==> src/rtl/led_frame_sequencer_pkg.sv <==
// Shared timing constants, counter widths and FSM encoding for the LED frame sequencer.
// All counter compare values are pre-sized so that comparisons are width-exact.
package led_frame_sequencer_pkg;

  localparam int NBITS  = 120;
  localparam int T0H    = 20;
  localparam int T1H    = 40;
  localparam int TBIT   = 63;
  localparam int TLATCH = 2500;

  typedef enum logic [1:0] {
    IDLE  = 2'd0,
    LOAD  = 2'd1,
    BIT   = 2'd2,
    LATCH = 2'd3
  } state_t;

  function automatic int max_int(input int a, input int b);
    return (a > b) ? a : b;
  endfunction

  localparam int CYC_W  = $clog2(max_int(TBIT, TLATCH));
  localparam int BCNT_W = $clog2(NBITS);

  localparam logic [CYC_W-1:0]  CYC_BIT_LAST   = CYC_W'(TBIT - 1);
  localparam logic [CYC_W-1:0]  CYC_BIT_PRE    = CYC_W'(TBIT - 2);
  localparam logic [CYC_W-1:0]  CYC_LATCH_LAST = CYC_W'(TLATCH - 1);
  localparam logic [CYC_W-1:0]  CYC_LATCH_PRE  = CYC_W'(TLATCH - 2);
  localparam logic [CYC_W-1:0]  CYC_TOP        = CYC_W'(max_int(TBIT, TLATCH) - 1);
  localparam logic [CYC_W-1:0]  CYC_T0H        = CYC_W'(T0H);
  localparam logic [CYC_W-1:0]  CYC_T1H        = CYC_W'(T1H);
  localparam logic [BCNT_W-1:0] BIT_LAST_IDX   = BCNT_W'(NBITS - 1);

endpackage

==> src/rtl/led_frame_sequencer_bit_timer.sv <==
// Cycle counter for bit and latch phases plus the high/low compare for the current bit.
// dout_hi looks one cycle ahead so the parent can register dout without adding latency.
module led_frame_sequencer_bit_timer
  import led_frame_sequencer_pkg::*;
(
  input  logic             clk,
  input  logic             reset,
  input  logic             start,
  input  logic             bit_val,
  output logic [CYC_W-1:0] cyc,
  output logic             dout_hi,
  output logic             bit_end,
  output logic             latch_end
);

  logic [CYC_W-1:0] cyc_nxt;
  logic [CYC_W-1:0] high_len;

  // start restarts the phase at 0 next cycle; otherwise count and saturate at the top
  always_comb begin
    cyc_nxt = cyc;
    if (start) begin
      cyc_nxt = '0;
    end else if (cyc != CYC_TOP) begin
      cyc_nxt = cyc + CYC_W'(1);
    end
  end

  always_ff @(posedge clk) begin
    if (!reset) begin
      cyc <= '0;
    end else begin
      cyc <= cyc_nxt;
    end
  end

  assign high_len  = bit_val ? CYC_T1H : CYC_T0H;
  assign dout_hi   = (cyc_nxt < high_len);
  assign bit_end   = (cyc == CYC_BIT_LAST);
  assign latch_end = (cyc == CYC_LATCH_LAST);

endmodule

==> src/rtl/led_frame_sequencer.sv <==
// Frame FSM: load the frame register, send NBITS timed bits MSB first, then hold the latch gap.
// Start to LoadRegister is 1 cycle, first dout rise 2 cycles; all pulse outputs and dout are registered.
module led_frame_sequencer
  import led_frame_sequencer_pkg::*;
(
  input  logic clk,
  input  logic reset,
  input  logic start,
  input  logic auto_repeat,
  input  logic CurrentBit,
  output logic LoadRegister,
  output logic RotateRegisterLeft,
  output logic dout,
  output logic busy,
  output logic frame_done
);

  state_t            state;
  state_t            state_nxt;
  logic [BCNT_W-1:0] bitcnt;
  logic [BCNT_W-1:0] bitcnt_nxt;
  logic [CYC_W-1:0]  cyc;
  logic              timer_start;
  logic              dout_hi;
  logic              bit_end;
  logic              latch_end;
  logic              load_nxt;
  logic              rotate_nxt;
  logic              dout_nxt;
  logic              done_nxt;

  // Restart the cycle count on every phase entry; idle keeps it parked at 0
  assign timer_start = (state == IDLE) || (state == LOAD) ||
                       ((state == BIT) && bit_end) ||
                       ((state == LATCH) && latch_end);

  led_frame_sequencer_bit_timer u_bit_timer (
    .clk       (clk),
    .reset     (reset),
    .start     (timer_start),
    .bit_val   (CurrentBit),
    .cyc       (cyc),
    .dout_hi   (dout_hi),
    .bit_end   (bit_end),
    .latch_end (latch_end)
  );

  always_ff @(posedge clk) begin
    if (!reset) begin
      state  <= IDLE;
      bitcnt <= '0;
    end else begin
      state  <= state_nxt;
      bitcnt <= bitcnt_nxt;
    end
  end

  always_comb begin
    state_nxt  = state;
    bitcnt_nxt = bitcnt;
    case (state)
      IDLE: begin
        if (start) begin
          state_nxt = LOAD;
        end
      end
      LOAD: begin
        state_nxt  = BIT;
        bitcnt_nxt = '0;
      end
      BIT: begin
        if (bit_end) begin
          if (bitcnt == BIT_LAST_IDX) begin
            state_nxt = LATCH;
          end else begin
            bitcnt_nxt = bitcnt + BCNT_W'(1);
          end
        end
      end
      LATCH: begin
        if (latch_end) begin
          state_nxt = auto_repeat ? LOAD : IDLE;
        end
      end
      default: state_nxt = IDLE;
    endcase
  end

  // Each output is decoded for the coming cycle so the registered copy lines up with the state.
  // The rotate pulse sits on the last cycle of a bit so the new MSB appears exactly at cyc 0.
  always_comb begin
    load_nxt   = (state_nxt == LOAD);
    rotate_nxt = (state == BIT) && (cyc == CYC_BIT_PRE) && (bitcnt != BIT_LAST_IDX);
    dout_nxt   = (state_nxt == BIT) && dout_hi;
    done_nxt   = (state == LATCH) && (cyc == CYC_LATCH_PRE);
  end

  always_ff @(posedge clk) begin
    if (!reset) begin
      LoadRegister       <= 1'b0;
      RotateRegisterLeft <= 1'b0;
      dout               <= 1'b0;
      frame_done         <= 1'b0;
    end else begin
      LoadRegister       <= load_nxt;
      RotateRegisterLeft <= rotate_nxt;
      dout               <= dout_nxt;
      frame_done         <= done_nxt;
    end
  end

  assign busy = (state != IDLE);

endmodule

==> config.mk <==
export PLATFORM = sky130hd
export DESIGN_NAME = led_frame_sequencer
export DESIGN_NICKNAME = d
export VERILOG_FILES = /design/src/rtl/led_frame_sequencer_pkg.sv /design/src/rtl/led_frame_sequencer_bit_timer.sv /design/src/rtl/led_frame_sequencer.sv
export SDC_FILE = /design/constraint.sdc
export NUM_CORES = 1
export LEC_CHECK = 0
export CORE_MARGIN = 2
export CORE_UTILIZATION = 57
export CTS_CLUSTER_SIZE = 30
export DETAILED_ROUTE_END_ITERATION = 8
export PLACE_DENSITY_LB_ADDON = 0.3
export REMOVE_ABC_BUFFERS = 1
export SLEW_MARGIN = 20
export SYNTH_ARGS = -nofsm -noshare
export SYNTH_HDL_FRONTEND = slang
export SYNTH_SLANG_ARGS = --single-unit
export TNS_END_PERCENT = 5
==> constraint.sdc <==
create_clock -name clk -period 3.1 [get_ports clk]
set_clock_uncertainty 0.15 [all_clocks]
set_input_delay 0.62 -clock clk [delete_from_list [all_inputs] [get_ports clk]]
set_output_delay 0.62 -clock clk [all_outputs]
set_load 0.01 [all_outputs]
==> results.toml <==
[run_status]
status = "completed"

[global_routing]
track_usage = 0.249
grt_pass1_vias = 1151
grt_max_degree = 14
gr-total-overflow = 0
antenna_found_initial = 0
grt_first_pass_wirelength_um = 5090

[setup_path]
worstPathBufferInverterCount = 0
r2r_cells = 11
cpMaxStageDelayCell = "or4_4"
end_kind = "flip-flop"
slowest_delay_ns = 0.54
cp-start-kind = "flip-flop"
crit_chain = "or4_4, nor4_4, a31oi_1, nand2_1, nor2_1, ha_1, a21oi_1, nor2b_1, o21ai_0, nand3b_1, a2111oi_2"
critical_path.top_delay_family = "simple AND/OR/NAND/NOR gates"
cp_num_cells = 11
crit_type = "reg2reg"
crit_path_max_fanout = 5
crit_required_ns = 3.18
crit_arrival_ns = 2.92
r2r_slack_ns = 0.25

[final_layout]
fin_util = 0.683
area_delta_synth_final_pct = 11.9
multi_input_area_um2 = 828
final_nets = 185
final_area_um2 = 1530
ff_latch_area_um2 = 502
num_antenna_cells = 0
layout.cells.non_filler = 200
final_layout_size_suffix_gt1_frac = 0.0930
fillers = 192

[logic_synthesis]
synth_cells = 159
syn_area_um2 = 1360
ys_types = 35
ys_warn_count = 0
ys_ff_latch = 25
yosysSeqAreaShare = 0.367
syn_avg_cell_area_um2 = 8.58

[timing]
hold_viol_final = 0
fmax_mhz = 351
fin_tns_setup_ns = 0
slew_headroom = 0.692
drv_slew = 0
min_period_over_period = 0.919
final.setup.worst_slack_ns = 0.252
period_needed_ns = 2.85
rsz0062_at_grt = "false"
holdWs_ns = 0.359
setup-violations-final = 0
worst-slew-pin-transition_ns = 0.458

[run]
drv_cap = 0

[floorplanning]
die_h_um = 52.9
coreArea_um2 = 2230
dieArea_um2 = 2800
rows = 17
start_util = 0.611
io_pins = 10
die_x_um = 52.9

[clock_network]
cts_sinks = 25
postCtsSetupBuffers = 0
cts.hold.buffers_added = 0
cts_tree = "built"
h-tree-depth = 1
cts_root_buf = "clkbuf_4"
cts_made_buffers = 3
post_cts_resized = 0
clock_latency_ns = 0.31
clkTransAtPathRegs_ns = 0.14
clock_path_buffers = 2

[placement]
numPortBuffers = 9
routabilityCongestion = 0.941
hpwl_um = 2260
place_inst = 196
place_area_um2 = 1500
pre_cts_ws_ns = 0.272

[pwr]
power.internal_mw = 0.401
p_clk_frac = 0.270
p_total_mw = 0.529
combPwrFrac = 0.101
seqPwrFrac = 0.629
p_sw_frac = 0.242
max-vdd-ir-drop_mv = 0.253
p_sw_mw = 0.128
p_leak_nw = 0.529
power.density_nw_per_um2 = 347

[min_path]
hp-class = "reg2reg"
hold_path_depth = 2

[detailed_routing]
ant_nets = 0
wirelength_um = 2950
detail_route.wl_per_cell_um = 14.8
num_vias = 1209
drtIter0Drc = 43
via_per_inst = 6.05
drcViolationCount = 0
first_pass_iters = 5
## routing by layer
metal | vias up | GRT usage | share of wire
met5 | - | 0 | 0
met4 | 0 | 0.0897 | 0.026
met3 | 14 | 0.0508 | 0.076
met2 | 60 | 0.427 | 0.48
met1 | 549 | 0.306 | 0.42
li1 | 586 | - | -
## worst register-to-register path, delay by kind of cell, from the launching register on
kind,cells,cell delay [ns]
simple gates,6,1.20
compound gates,4,0.72
flops,1,0.38
fa+ha+maj,1,0.31
## area by class of cell
cell class                      count  area share
Tap cell                           28      0.0230
Timing Repair Buffer               12      0.0738
Multi-Input combinational cell    125       0.543
Inverter                            6      0.0148
Clock buffer                        4      0.0172
Sequential cell                    25       0.329
## final timing paths
check / startpoint / endpoint
max: u_bit_timer.cyc[3] / dout
min: bitcnt[4] / bitcnt[4]
max reg2reg: u_bit_timer.cyc[3] / dout
min reg2reg: bitcnt[4] / bitcnt[4]
## cell usage in the layout (no fill, tap or decap), types with 3 or more instances in the layout
cell / synthesis / final
dfxtp_1: 25 / 24
nor2_1: 20 / 20
nand3_1: 13 / 13
nand2_1: 10 / 10
clkdlybuf4s50_1: 0 / 9
xnor2_1: 8 / 8
o21ai_0: 7 / 7
ha_1: 7 / 7
inv_1: 6 / 6
nor3_1: 6 / 6
xor2_1: 6 / 6
a21oi_1: 6 / 6
and3_1: 5 / 5
nand3b_1: 4 / 4
nor2b_1: 4 / 4
nand2b_1: 3 / 3
or3_1: 3 / 3
clkbuf_4: 0 / 3
buf_4: 0 / 3
## registers in the layout, summed over array words and instances (netlist names)
register,cells
frame_done,1
dout,1
u_bit_timer.cyc,12
state,2
RotateRegisterLeft,1
LoadRegister,1
bitcnt,7
## cell usage after synthesis
cell type,n,share of area
o21a_1,1,0.0055
mux2_2,2,0.017
nand2_1,10,0.028
mux2i_1,1,0.0073
a2111oi_2,1,0.011
inv_1,6,0.017
a22o_1,1,0.0064
nor3_1,6,0.022
nor4b_1,1,0.0064
nor4_4,1,0.016
a41oi_2,2,0.024
nor2b_1,4,0.018
clkbuf_1,2,0.0055
a31oi_1,2,0.0092
nand4_1,2,0.0092
xor2_1,6,0.039
nand2b_1,3,0.014
and4_1,2,0.013
o31ai_1,1,0.0055
or4_1,1,0.0055
and3_1,5,0.023
nand3_1,13,0.048
or3_1,3,0.014
nor2_1,20,0.055
and2_1,2,0.0092
dfxtp_1,25,0.37
or4_4,1,0.0083
o21ai_0,7,0.026
a21oi_1,6,0.022
xnor2_1,8,0.051
and2_2,1,0.0055
nand3b_1,4,0.022
buf_2,1,0.0037
ha_1,7,0.064
nor2_2,1,0.0046
## power groups by stage
stage | clock network [mW] | registers [mW] | logic (mW)
finish | 0.143 | 0.333 | 0.0534
global route | 0.163 | 0.334 | 0.0596
CTS | 0.147 | 0.333 | 0.0535
detailed placement | 0 | 0.340 | 0.0533
global placement | 0 | 0.339 | 0.0518
floorplan | 0 | 0.340 | 0.0284
## cells by family after synthesis
family                     synth area share
muxes                                0.0239
buffers and inverters                0.0257
AOI/OAI and AO/OA                     0.109
adders and majority gates            0.0642
and+or+nand+nor                       0.320
DFF                                   0.367
xor gates and xnor gates             0.0899
No activity file was read; power rests on OpenSTA's default activity.
